<file path="config.mk">
export PLATFORM = sky130hd
export DESIGN_NAME = axi_mem_window
export DESIGN_NICKNAME = d
export VERILOG_FILES = /design/src/rtl/axi_window_pkg.sv /design/src/rtl/axi_window_rd_err.sv /design/src/rtl/axi_mem_window.sv
export SDC_FILE = /design/constraint.sdc
export NUM_CORES = 1
export LEC_CHECK = 0
export ABC_AREA = 0
export BUFFER_PORTS_ARGS = -buffer_cell sky130_fd_sc_hd__buf_2
export CAP_MARGIN = 25
export CELL_PAD_IN_SITES_DETAIL_PLACEMENT = 0
export CELL_PAD_IN_SITES_GLOBAL_PLACEMENT = 2
export CORE_AREA = 3 3 226 228
export CTS_BUF_LIST = sky130_fd_sc_hd__clkbuf_8
export CTS_CLUSTER_DIAMETER = 30
export DETAILED_ROUTE_END_ITERATION = 12
export DIE_AREA = 0 0 229 231
export HOLD_SLACK_MARGIN = 0.12
export PLACE_DENSITY = 0.58
export RECOVER_POWER = 50
export SYNTH_ARGS = -nofsm -noshare
export SYNTH_HDL_FRONTEND = slang
export SYNTH_SLANG_ARGS = --single-unit
</file>
<file path="constraint.sdc">
create_clock -name clock -period 2.2 [get_ports clock]
set_input_delay 0.33 -clock clock [delete_from_list [all_inputs] [get_ports clock]]
set_output_delay 0.33 -clock clock [all_outputs]
set_load 0.03 [all_outputs]
</file>
<file path="src/rtl/axi_window_pkg.sv">
// axi_window_pkg: shared response codes and FSM state types for the AXI memory window
package axi_window_pkg;

    localparam logic [1:0] RESP_OKAY   = 2'b00;
    localparam logic [1:0] RESP_DECERR = 2'b11;

    typedef enum logic {RD_IDLE, RD_ERR} rd_state_e;
    typedef enum logic [1:0] {WR_IDLE, WR_SINK, WR_ERRB} wr_state_e;

endpackage

</file>
<file path="src/rtl/axi_window_rd_err.sv">
// axi_window_rd_err: local DECERR read burst generator for out-of-window reads
module axi_window_rd_err
    import axi_window_pkg::*;
#(
    parameter int ID_W = 6
) (
    input  logic            clock,
    input  logic            reset_n,
    input  logic            i_start,
    input  logic [ID_W-1:0] i_id,
    input  logic [7:0]      i_len,
    input  logic            i_ready,
    output logic            o_busy,
    output logic            o_valid,
    output logic [ID_W-1:0] o_id,
    output logic            o_last,
    output logic [1:0]      o_resp
);

    rd_state_e       r_state;
    logic [ID_W-1:0] r_id;
    logic [7:0]      r_len;
    logic [7:0]      r_cnt;

    assign o_busy  = r_state == RD_ERR;
    assign o_valid = o_busy;
    assign o_id    = r_id;
    assign o_last  = o_busy && r_cnt == r_len;
    assign o_resp  = o_busy ? RESP_DECERR : RESP_OKAY;

    // Latch the rejected burst, then walk len+1 beats, one per upstream handshake
    always_ff @(posedge clock or negedge reset_n) begin
        if (!reset_n) begin
            r_state <= RD_IDLE;
            r_id    <= '0;
            r_len   <= '0;
            r_cnt   <= '0;
        end else begin
            case (r_state)
                RD_IDLE: if (i_start) begin
                    r_id    <= i_id;
                    r_len   <= i_len;
                    r_cnt   <= '0;
                    r_state <= RD_ERR;
                end
                RD_ERR: if (i_ready) begin
                    r_cnt   <= r_cnt + 8'd1;
                    r_state <= o_last ? RD_IDLE : RD_ERR;
                end
                default: r_state <= RD_IDLE;
            endcase
        end
    end

endmodule

</file>
<file path="src/rtl/axi_mem_window.sv">
// axi_mem_window: retags in-window AXI bursts toward DRAM and answers the rest with DECERR
module axi_mem_window
    import axi_window_pkg::*;
#(
    parameter int ADDR_W   = 32,
    parameter int DATA_W   = 64,
    parameter int ID_W     = 6,
    parameter int WIN_LOG2 = 28,
    parameter int IN_TAG   = 0,
    parameter int OUT_TAG  = 1,
    parameter int MAX_OUT  = 8
) (
    input  logic                clock,
    input  logic                reset_n,
    input  logic                s_aw_valid,
    output logic                s_aw_ready,
    input  logic [ADDR_W-1:0]   s_aw_addr,
    input  logic [ID_W-1:0]     s_aw_id,
    input  logic [7:0]          s_aw_len,
    input  logic [2:0]          s_aw_size,
    input  logic [1:0]          s_aw_burst,
    input  logic [3:0]          s_aw_cache,
    input  logic                s_aw_lock,
    input  logic [2:0]          s_aw_prot,
    input  logic [3:0]          s_aw_qos,
    input  logic                s_w_valid,
    output logic                s_w_ready,
    input  logic [DATA_W-1:0]   s_w_data,
    input  logic [DATA_W/8-1:0] s_w_strb,
    input  logic                s_w_last,
    output logic                s_b_valid,
    input  logic                s_b_ready,
    output logic [ID_W-1:0]     s_b_id,
    output logic [1:0]          s_b_resp,
    input  logic                s_ar_valid,
    output logic                s_ar_ready,
    input  logic [ADDR_W-1:0]   s_ar_addr,
    input  logic [ID_W-1:0]     s_ar_id,
    input  logic [7:0]          s_ar_len,
    input  logic [2:0]          s_ar_size,
    input  logic [1:0]          s_ar_burst,
    input  logic [3:0]          s_ar_cache,
    input  logic                s_ar_lock,
    input  logic [2:0]          s_ar_prot,
    input  logic [3:0]          s_ar_qos,
    output logic                s_r_valid,
    input  logic                s_r_ready,
    output logic [ID_W-1:0]     s_r_id,
    output logic [DATA_W-1:0]   s_r_data,
    output logic [1:0]          s_r_resp,
    output logic                s_r_last,
    output logic                m_aw_valid,
    input  logic                m_aw_ready,
    output logic [ADDR_W-1:0]   m_aw_addr,
    output logic [ID_W-1:0]     m_aw_id,
    output logic [7:0]          m_aw_len,
    output logic [2:0]          m_aw_size,
    output logic [1:0]          m_aw_burst,
    output logic [3:0]          m_aw_cache,
    output logic                m_aw_lock,
    output logic [2:0]          m_aw_prot,
    output logic [3:0]          m_aw_qos,
    output logic                m_w_valid,
    input  logic                m_w_ready,
    output logic [DATA_W-1:0]   m_w_data,
    output logic [DATA_W/8-1:0] m_w_strb,
    output logic                m_w_last,
    input  logic                m_b_valid,
    output logic                m_b_ready,
    input  logic [ID_W-1:0]     m_b_id,
    input  logic [1:0]          m_b_resp,
    output logic                m_ar_valid,
    input  logic                m_ar_ready,
    output logic [ADDR_W-1:0]   m_ar_addr,
    output logic [ID_W-1:0]     m_ar_id,
    output logic [7:0]          m_ar_len,
    output logic [2:0]          m_ar_size,
    output logic [1:0]          m_ar_burst,
    output logic [3:0]          m_ar_cache,
    output logic                m_ar_lock,
    output logic [2:0]          m_ar_prot,
    output logic [3:0]          m_ar_qos,
    input  logic                m_r_valid,
    output logic                m_r_ready,
    input  logic [ID_W-1:0]     m_r_id,
    input  logic [DATA_W-1:0]   m_r_data,
    input  logic [1:0]          m_r_resp,
    input  logic                m_r_last
);

    localparam int TW = ADDR_W - WIN_LOG2;
    localparam int CW = $clog2(MAX_OUT + 1);
    localparam logic [TW-1:0] IN_T  = TW'(IN_TAG);
    localparam logic [TW-1:0] OUT_T = TW'(OUT_TAG);
    localparam logic [CW-1:0] MAX_C = CW'(MAX_OUT);

    logic [CW-1:0]   r_rd_out, r_wr_out, r_wq_cnt;
    wr_state_e       r_wr_state;
    logic [ID_W-1:0] r_b_id;
    logic            w_ar_in, w_aw_in, w_rd_err, w_ar_err;
    logic            w_aw_err, w_wr_idle, w_sink, w_errb, w_wq_nz;
    logic            w_e_valid, w_e_last;
    logic [ID_W-1:0] w_e_id;
    logic [1:0]      w_e_resp;

    assign w_ar_in = s_ar_addr[ADDR_W-1:WIN_LOG2] == IN_T;
    assign w_aw_in = s_aw_addr[ADDR_W-1:WIN_LOG2] == IN_T;

    assign m_ar_valid = reset_n && s_ar_valid && w_ar_in && !w_rd_err && r_rd_out < MAX_C;
    assign s_ar_ready = reset_n && !w_rd_err && (w_ar_in ? r_rd_out < MAX_C && m_ar_ready : r_rd_out == '0);
    assign w_ar_err   = reset_n && s_ar_valid && !w_ar_in && !w_rd_err && r_rd_out == '0;
    assign m_ar_addr  = {OUT_T, s_ar_addr[WIN_LOG2-1:0]};
    assign m_ar_id    = s_ar_id;
    assign m_ar_len   = s_ar_len;
    assign m_ar_size  = s_ar_size;
    assign m_ar_burst = s_ar_burst;
    assign m_ar_cache = s_ar_cache;
    assign m_ar_lock  = s_ar_lock;
    assign m_ar_prot  = s_ar_prot;
    assign m_ar_qos   = s_ar_qos;

    axi_window_rd_err #(.ID_W(ID_W)) u_rd_err (
        .clock   (clock),
        .reset_n (reset_n),
        .i_start (w_ar_err),
        .i_id    (s_ar_id),
        .i_len   (s_ar_len),
        .i_ready (s_r_ready),
        .o_busy  (w_rd_err),
        .o_valid (w_e_valid),
        .o_id    (w_e_id),
        .o_last  (w_e_last),
        .o_resp  (w_e_resp)
    );

    assign s_r_valid = w_rd_err ? w_e_valid : reset_n && m_r_valid;
    assign s_r_id    = w_rd_err ? w_e_id : m_r_id;
    assign s_r_data  = w_rd_err ? '0 : m_r_data;
    assign s_r_resp  = w_rd_err ? w_e_resp : m_r_resp;
    assign s_r_last  = w_rd_err ? w_e_last : m_r_last;
    assign m_r_ready = reset_n && !w_rd_err && s_r_ready;

    assign w_wr_idle  = r_wr_state == WR_IDLE;
    assign w_sink     = r_wr_state == WR_SINK;
    assign w_errb     = r_wr_state == WR_ERRB;
    assign w_wq_nz    = r_wq_cnt != '0;
    assign m_aw_valid = reset_n && s_aw_valid && w_aw_in && w_wr_idle && r_wr_out < MAX_C;
    assign s_aw_ready = reset_n && w_wr_idle && (w_aw_in ? r_wr_out < MAX_C && m_aw_ready : r_wr_out == '0 && !w_wq_nz);
    assign w_aw_err   = reset_n && s_aw_valid && !w_aw_in && w_wr_idle && r_wr_out == '0 && !w_wq_nz;
    assign m_aw_addr  = {OUT_T, s_aw_addr[WIN_LOG2-1:0]};
    assign m_aw_id    = s_aw_id;
    assign m_aw_len   = s_aw_len;
    assign m_aw_size  = s_aw_size;
    assign m_aw_burst = s_aw_burst;
    assign m_aw_cache = s_aw_cache;
    assign m_aw_lock  = s_aw_lock;
    assign m_aw_prot  = s_aw_prot;
    assign m_aw_qos   = s_aw_qos;

    assign s_w_ready = reset_n && (w_sink || (w_wq_nz && m_w_ready));
    assign m_w_valid = reset_n && !w_sink && w_wq_nz && s_w_valid;
    assign m_w_data  = s_w_data;
    assign m_w_strb  = s_w_strb;
    assign m_w_last  = s_w_last;

    assign s_b_valid = w_errb || (reset_n && m_b_valid);
    assign s_b_id    = w_errb ? r_b_id : m_b_id;
    assign s_b_resp  = w_errb ? RESP_DECERR : m_b_resp;
    assign m_b_ready = reset_n && !w_errb && s_b_ready;

    // Outstanding counters; simultaneous increment and decrement cancel out
    always_ff @(posedge clock or negedge reset_n) begin
        if (!reset_n) begin
            r_rd_out <= '0;
            r_wr_out <= '0;
            r_wq_cnt <= '0;
        end else begin
            r_rd_out <= r_rd_out + CW'(m_ar_valid && m_ar_ready) - CW'(m_r_valid && m_r_ready && m_r_last);
            r_wr_out <= r_wr_out + CW'(m_aw_valid && m_aw_ready) - CW'(m_b_valid && m_b_ready);
            r_wq_cnt <= r_wq_cnt + CW'(m_aw_valid && m_aw_ready) - CW'(m_w_valid && m_w_ready && m_w_last);
        end
    end

    // Write error path: swallow the W burst of a rejected AW, then return one DECERR B
    always_ff @(posedge clock or negedge reset_n) begin
        if (!reset_n) begin
            r_wr_state <= WR_IDLE;
            r_b_id     <= '0;
        end else begin
            case (r_wr_state)
                WR_IDLE: if (w_aw_err) begin
                    r_b_id     <= s_aw_id;
                    r_wr_state <= WR_SINK;
                end
                WR_SINK: if (s_w_valid && s_w_last) r_wr_state <= WR_ERRB;
                WR_ERRB: if (s_b_ready) r_wr_state <= WR_IDLE;
                default: r_wr_state <= WR_IDLE;
            endcase
        end
    end

endmodule
</file>
* After elaboration in Yosys (flattened, before gate mapping)
Index checks and enable logic that the tools add are counted.
** Operators by class
- Eq/ne operators :: 8
- Magnitude comparators :: 2
- Add/sub/neg operators :: 7
- Muxes and demuxes :: 20
- Bitwise logic cells :: 1
- Reductions and logical operators :: 59
** Operators by type and width (number)
- $mux W64 :: 1
- $logic_and A1 B1 Y1 :: 41
- $logic_not A4 Y1 :: 4
- $mux W8 :: 2
- $pmux W8 S2 :: 1
- $add A4 B1 Y4 :: 3
- $mux W6 :: 2
- $sub A4 B1 Y4 :: 3
- $mux W2 :: 5
- $add A8 B1 Y8 const B :: 1
- $eq A8 B8 Y1 :: 1
- $lt A4 B4 Y1 const B :: 2
- $mux W1 :: 7
- $logic_not A1 Y1 :: 6
- $ne A2 B2 Y1 const B :: 3
- $pmux W2 S3 :: 1
- $reduce_and A2 Y1 :: 3
- $ne A2 B1 Y1 const B :: 2
- $reduce_bool A4 Y1 :: 1
- $reduce_and A3 Y1 :: 1
- $eq A2 B1 Y1 const B :: 1
- $eq A2 B2 Y1 const B :: 1
- $logic_not A2 Y1 :: 1
- $logic_or A1 B1 Y1 :: 2
- 2 further kinds :: 2
** Storage, ports and cells
- Flip-flop bits (word level) :: 43
- Bits of input ports :: 292
- Output and inout port bits :: 290
- Word-level logic and storage cells :: 106

* Logic depth before layout (Yosys ltp)
- Word-level depth :: 8
- Depth in mapped cells :: 11
- Gate-level depth less buffers :: 11

* Cells and area by module
From an unflattened synthesis, not the netlist that was laid out.
** Unflattened totals
- Cell total of the unflattened synthesis :: 538
- Area, all modules :: 4450.5 µm²
** Modules (own cells, without submodules)
- axi_mem_window :: times used 1, cells each 422, area an instance 3373.2 µm²
- axi_window_rd_err :: times used 1, cells each 116, area an instance 1077.3 µm²

* Worst setup path before layout
No wires, ideal clock.
- Kind :: input-to-reg
- Start point :: input s_aw_addr[29]
- End point :: register r_wr_out[2]
- Data required time :: 2.077 ns
- Arrival :: 2.795 ns
- Slack :: -0.718 ns
- Stages :: 9
- Cell sequence :: or4_4 > nor3_1 > nand2_1 > ha_1 > inv_1 > ha_1 > inv_1 > fa_1 > xnor2_1
** Between the ends
- Cells in the longest elaborated chain, start to end :: 7
** RTL lines
- start, declared :: line axi_mem_window.sv:17 : input logic [ADDR_W-1:0] s_aw_addr,
- $logic_not A4 Y1 :: line axi_mem_window.sv:107 : assign w_aw_in = s_aw_addr[ADDR_W-1:WIN_LOG2] == IN_T;
- $logic_and A1 B1 Y1 (3 in a row) :: line axi_mem_window.sv:147 : assign m_aw_valid = reset_n && s_aw_valid && w_aw_in && w_wr_idle && r_wr_out < MAX_C;
- named net m_aw_valid :: line axi_mem_window.sv:52 : output logic m_aw_valid,
- $logic_and A1 B1 Y1 :: line axi_mem_window.sv:179 : r_wr_out <= r_wr_out + CW'(m_aw_valid && m_aw_ready) - CW'(m_b_valid && m_b_ready);
- $add A4 B1 Y4 :: line axi_mem_window.sv:179
- $sub A4 B1 Y4 :: line axi_mem_window.sv:179
- end signal, assigned :: line axi_mem_window.sv:179
- end, declared :: line axi_mem_window.sv:97 : logic [CW-1:0] r_rd_out, r_wr_out, r_wq_cnt;
The timed path passes the listed nets, and every way through them passes these cells.
A chain may end at the register's enable or synchronous reset.

* Final worst setup path
- Start point :: register r_wq_cnt[2]
- End point :: register r_wq_cnt[1]
** Between the ends
- Cells in the longest elaborated chain, start to end :: 6
** RTL lines
- start, declared :: line axi_mem_window.sv:97
- start signal, assigned :: line axi_mem_window.sv:180 : r_wq_cnt <= r_wq_cnt + CW'(m_aw_valid && m_aw_ready) - CW'(m_w_valid && m_w_ready && m_w_last);
- $reduce_bool A4 Y1 :: line axi_mem_window.sv:146 : assign w_wq_nz = r_wq_cnt != '0;
- $logic_and A1 B1 Y1 (2 in a row) :: line axi_mem_window.sv:161 : assign m_w_valid = reset_n && !w_sink && w_wq_nz && s_w_valid;
- $logic_and A1 B1 Y1 (2 in a row) :: line axi_mem_window.sv:180
- $sub A4 B1 Y4 :: line axi_mem_window.sv:180
No other way between the ends.

==> parameters.txt <==
Parameter                              Value

Outcome
  Result of the run ... complete, no violations

Floorplanning
  Chip Height ... 231 microns
  Starting density of the core ... 9.14%
  Die boundary width ... 229 microns
  Area of the core ... 49100 sq um
  Placement row count ... 81
  Count of boundary I/O pins ... 582
  Die ar. ... 52900 sq um

Placement
  Cell area after placement ... 5150 sq um
  Detail Placement HPWL ... 14.8 mm
  Number of placed instances with taps included ... 1222
  Total of buffers placed on input and output ports ... 233
  Final GP Congestion ... 0.718

Power
  Static leakage power ... 2.54 nW
  Power per cell area ... 908 nW/um^2
  Total power after layout ... 4.87 mW
  Maximum resistive drop on vdd ... 0.242 mV

Route
  Detailed-route via count ... 3269
  DR DRC count ... 0
  Router iterations before antenna repair ... 6
  Wire length after detailed routing ... 17.4 mm
  Via count normalized by instance count ... 2.65
  Residual antenna-violating net count after detailed routing ... 0
  Average routed wire per standard cell ... 14.1 microns
  First-iteration detailed-routing DRC count ... 115

Clocking
  H-Tree Depth ... 2
  Post-CTS Setup Inserts ... 0
  Root buffer selected by CTS ... sky130_fd_sc_hd__clkbuf_8
  Clock tree from TritonCTS ... done
  CTS sink count ... 43
  Clock-pin slew on the worst setup and hold paths ... 0.10 ns
  Number of buffers created by CTS ... 5
  Skew-Pair Late Insertion Delay ... 0.33 ns
  Buffer depth of the longest clock path ... 2

Synthesis
  Part of the Yosys area used for sequential elements ... 24.0%
  Count of flip-flops with a built-in enable after synthesis ... 0
  Biggest area contributors in the synthesized netlist ... sky130_fd_sc_hd__buf_4 (33%), sky130_fd_sc_hd__dfrtp_1 (24%), sky130_fd_sc_hd__nor2b_1 (9.1%)
  Post-Synthesis Mean Instance Area ... 8.84 sq um
  Cell accounting for the most synthesized area ... sky130_fd_sc_hd__buf_4
  Primary flip-flop cell chosen by synthesis mapping ... sky130_fd_sc_hd__dfrtp_1
  Mapped Area ... 4480 sq um
  Synthesized instance count ... 507
  Share of the synthesized area in the top cell type ... 33.3%
  Yosys cell types ... 43
  Number of synthesized register bits ... 43
  Fraction of registers with async set/reset ... 100%
  Count of yosys warnings during synthesis ... 0

Global routing
  Antenna violations before repair ... 2
  Global router's overall resource usage ... 6.15%
  Overflow after GRT ... 0
  Via count of the first global-routing pass ... 3242
  Largest net degree at the start of global routing ... 61
  First-pass GRT wire length ... 23.4 mm

Worst setup path
  Stage delay of the slowest cell on the critical path ... 0.51 ns
  Critical Path Slowest Stage Cell ... sky130_fd_sc_hd__fa_2
  Cells along the critical path ... inv_2, ha_1, nor3b_4, nand2b_4, nor3_2, ha_2, inv_2, ha_4, inv_1, fa_2, inv_1
  Critical R2R Capture ... r_wq_cnt[1]$_DFF_PN0_
  Family with the most delay on the worst path ... adder cells
  Worst Setup Path Type ... flop to flop
  Worst Path Required ... 2.44 ns
  Setup crit end kind ... flop
  Startpoint of the worst-slack reg-to-reg timing path ... r_wq_cnt[2]$_DFF_PN0_
  Setup slack, reg-to-reg ... 0.08 ns
  Critical path buffer and inverter count ... 4
  Worst Setup Start Kind ... flop
  Critical Path AT ... 2.35 ns
  Worst-case reg-to-reg path depth ... 11
  Critical-path maximum fanout ... 2

STA
  RSZ-0062 raised after global routing ... true
  Max-slew violation total from the final report ... 0
  Clock skew after layout ... 0.00914 ns
  Setup TNS after final layout ... 0 ns
  Final setup violation count ... 0
  Total count of hold-check failures in the final report ... 0
  Minimum clock period after layout ... 2.12 ns
  Max Freq ... 0.472 GHz
  Transition time of the tightest slew-check pin ... 0.542 ns
  Slew margin rel. ... 63.8%
  Share of the clock period used by the worst path ... 96.3%

Layout
  Leading cell types in the layout, fill and taps excluded ... sky130_fd_sc_hd__buf_2 (231), sky130_fd_sc_hd__nor2b_1 (65), sky130_fd_sc_hd__dfrtp_1 (42)
  Count of nets after finishing ... 878
  Post-route core utilization ... 10.9%
  Most common cell after layout, fill and taps aside ... sky130_fd_sc_hd__buf_2
  Fraction of layout instances using a drive strength above 1 ... 57.4%
  Final non-filler cell area ... 5360 sq um
  Post-route insts no fill ... 1232
  Area grow syn2layout ... 19.5%
  Number of antenna diodes ... 0

Worst hold path
  Hold WC Path Type ... primary input to async pin

Job
  Max-cap violations ... 0
==> what timing repair did <==
item	CTS	global route
hold buffers	2	0
setup endpoints to repair	5	12
gates resized for setup	5	22
pin swaps	0	5
hold endpoints to repair	18	0
==> cells by family after synthesis <==
kind of cell,synth area share (%)
buffers and inverters,37.4
AND/OR/NAND/NOR,19.1
AO/OA/AOI/OAI,2.85
XOR/XNOR,3.32
other,0.168
multiplexers,7.29
flip-flops,24.0
adder cells (fa/ha/maj),5.81
==> routing by layer <==
| metal | vias to the layer above | track usage [%] | routed length, microns |
|---|---|---|---|
| li1 | 1521 | - | - |
| met1 | 1439 | 7.28 | 6810 |
| met2 | 223 | 7.96 | 7160 |
| met3 | 84 | 4.07 | 2480 |
| met4 | 2 | 3.84 | 899 |
| met5 | - | 1.01 | 69 |
==> worst max path at each step <==
stage                     depth (start not counted)  slack [ns]                  start               endpoint
after global routing                             11       -0.03  r_wq_cnt[2]$_DFF_PN0_  r_wq_cnt[1]$_DFF_PN0_
final                                            11        0.08  r_wq_cnt[2]$_DFF_PN0_  r_wq_cnt[1]$_DFF_PN0_
after floorplan                                   9       -0.25          s_aw_addr[29]  r_wq_cnt[2]$_DFF_PN0_
after CTS                                        11       -0.01  r_wq_cnt[2]$_DFF_PN0_  r_wq_cnt[2]$_DFF_PN0_
after detailed placement                         10       -0.22          s_aw_addr[29]  r_wq_cnt[2]$_DFF_PN0_
after global placement                           10       -0.20          s_aw_addr[29]  r_wq_cnt[2]$_DFF_PN0_
==> worst reg2reg max path, cell delays in order, from the launching register on <==
cell	delay, ns
sky130_fd_sc_hd__dfrtp_1	0.35
sky130_fd_sc_hd__inv_2	0.04
sky130_fd_sc_hd__ha_1	0.18
sky130_fd_sc_hd__nor3b_4	0.15
sky130_fd_sc_hd__nand2b_4	0.14
sky130_fd_sc_hd__nor3_2	0.11
sky130_fd_sc_hd__ha_2	0.29
sky130_fd_sc_hd__inv_2	0.06
sky130_fd_sc_hd__ha_4	0.12
sky130_fd_sc_hd__inv_1	0.05
sky130_fd_sc_hd__fa_2	0.51
sky130_fd_sc_hd__inv_1	0.04
==> synthesized netlist by cell type (2+ instances only) <==
cell type                  number
sky130_fd_sc_hd__nor2_1         8
sky130_fd_sc_hd__xnor2_1       12
sky130_fd_sc_hd__nand2_1       29
sky130_fd_sc_hd__nor3_1         5
sky130_fd_sc_hd__mux2_2        21
sky130_fd_sc_hd__a21oi_1        6
sky130_fd_sc_hd__mux2_4         6
sky130_fd_sc_hd__o21ai_0        6
sky130_fd_sc_hd__ha_1          16
sky130_fd_sc_hd__nor3b_1        3
sky130_fd_sc_hd__fa_1           3
sky130_fd_sc_hd__nand2b_1       6
sky130_fd_sc_hd__or2_2          2
sky130_fd_sc_hd__inv_1         20
sky130_fd_sc_hd__buf_6          6
sky130_fd_sc_hd__a31oi_1        2
sky130_fd_sc_hd__nand4_1        6
sky130_fd_sc_hd__conb_1         2
sky130_fd_sc_hd__nor2b_1       65
sky130_fd_sc_hd__xor2_1         5
sky130_fd_sc_hd__nand3_1        5
sky130_fd_sc_hd__clkbuf_1       8
sky130_fd_sc_hd__dfrtp_1       43
sky130_fd_sc_hd__a21o_1         3
sky130_fd_sc_hd__or3_1          2
sky130_fd_sc_hd__buf_4        199
sky130_fd_sc_hd__nor4_4         2
==> flip-flops by register name, summed over array words and instances (netlist names) <==
register,count
r_b_id,6
r_rd_out,4
r_wq_cnt,4
r_wr_out,4
r_wr_state,2
u_rd_err.o_busy,1
u_rd_err.o_id,6
u_rd_err.r_cnt,8
u_rd_err.r_len,8
==> layout make-up <==
class | count | area (sq um)
Clock buffer | 5 | 68.8
Clock inverter | 3 | 23.8
Fill cell | 5727 | 43700
Inverter | 21 | 81.3
Multi-Input combinational cell | 235 | 1860
Sequential cell | 43 | 1080
Tap cell | 664 | 831
Timing Repair Buffer | 261 | 1410
==> metrics by stage <==
| stage | worst slack (ns) | hold WS (ns) |
|---|---|---|
| floorplan | -0.247 | 0.0344 |
| finish | 0.0812 | 0.152 |
| CTS | -0.0124 | 0.155 |
| global route | -0.0306 | 0.188 |
| global placement | -0.203 | 0.464 |
| detailed placement | -0.216 | 0.477 |
==> where the power goes <==
part,switching (mW),leakage (nW),internal [mW]
clock,0.359,0.0408,0.228
combinational,1.77,1.95,1.12
sequential,0.269,0.549,1.11
total,2.40,2.54,2.46
Power figures use the tool's default switching activity.
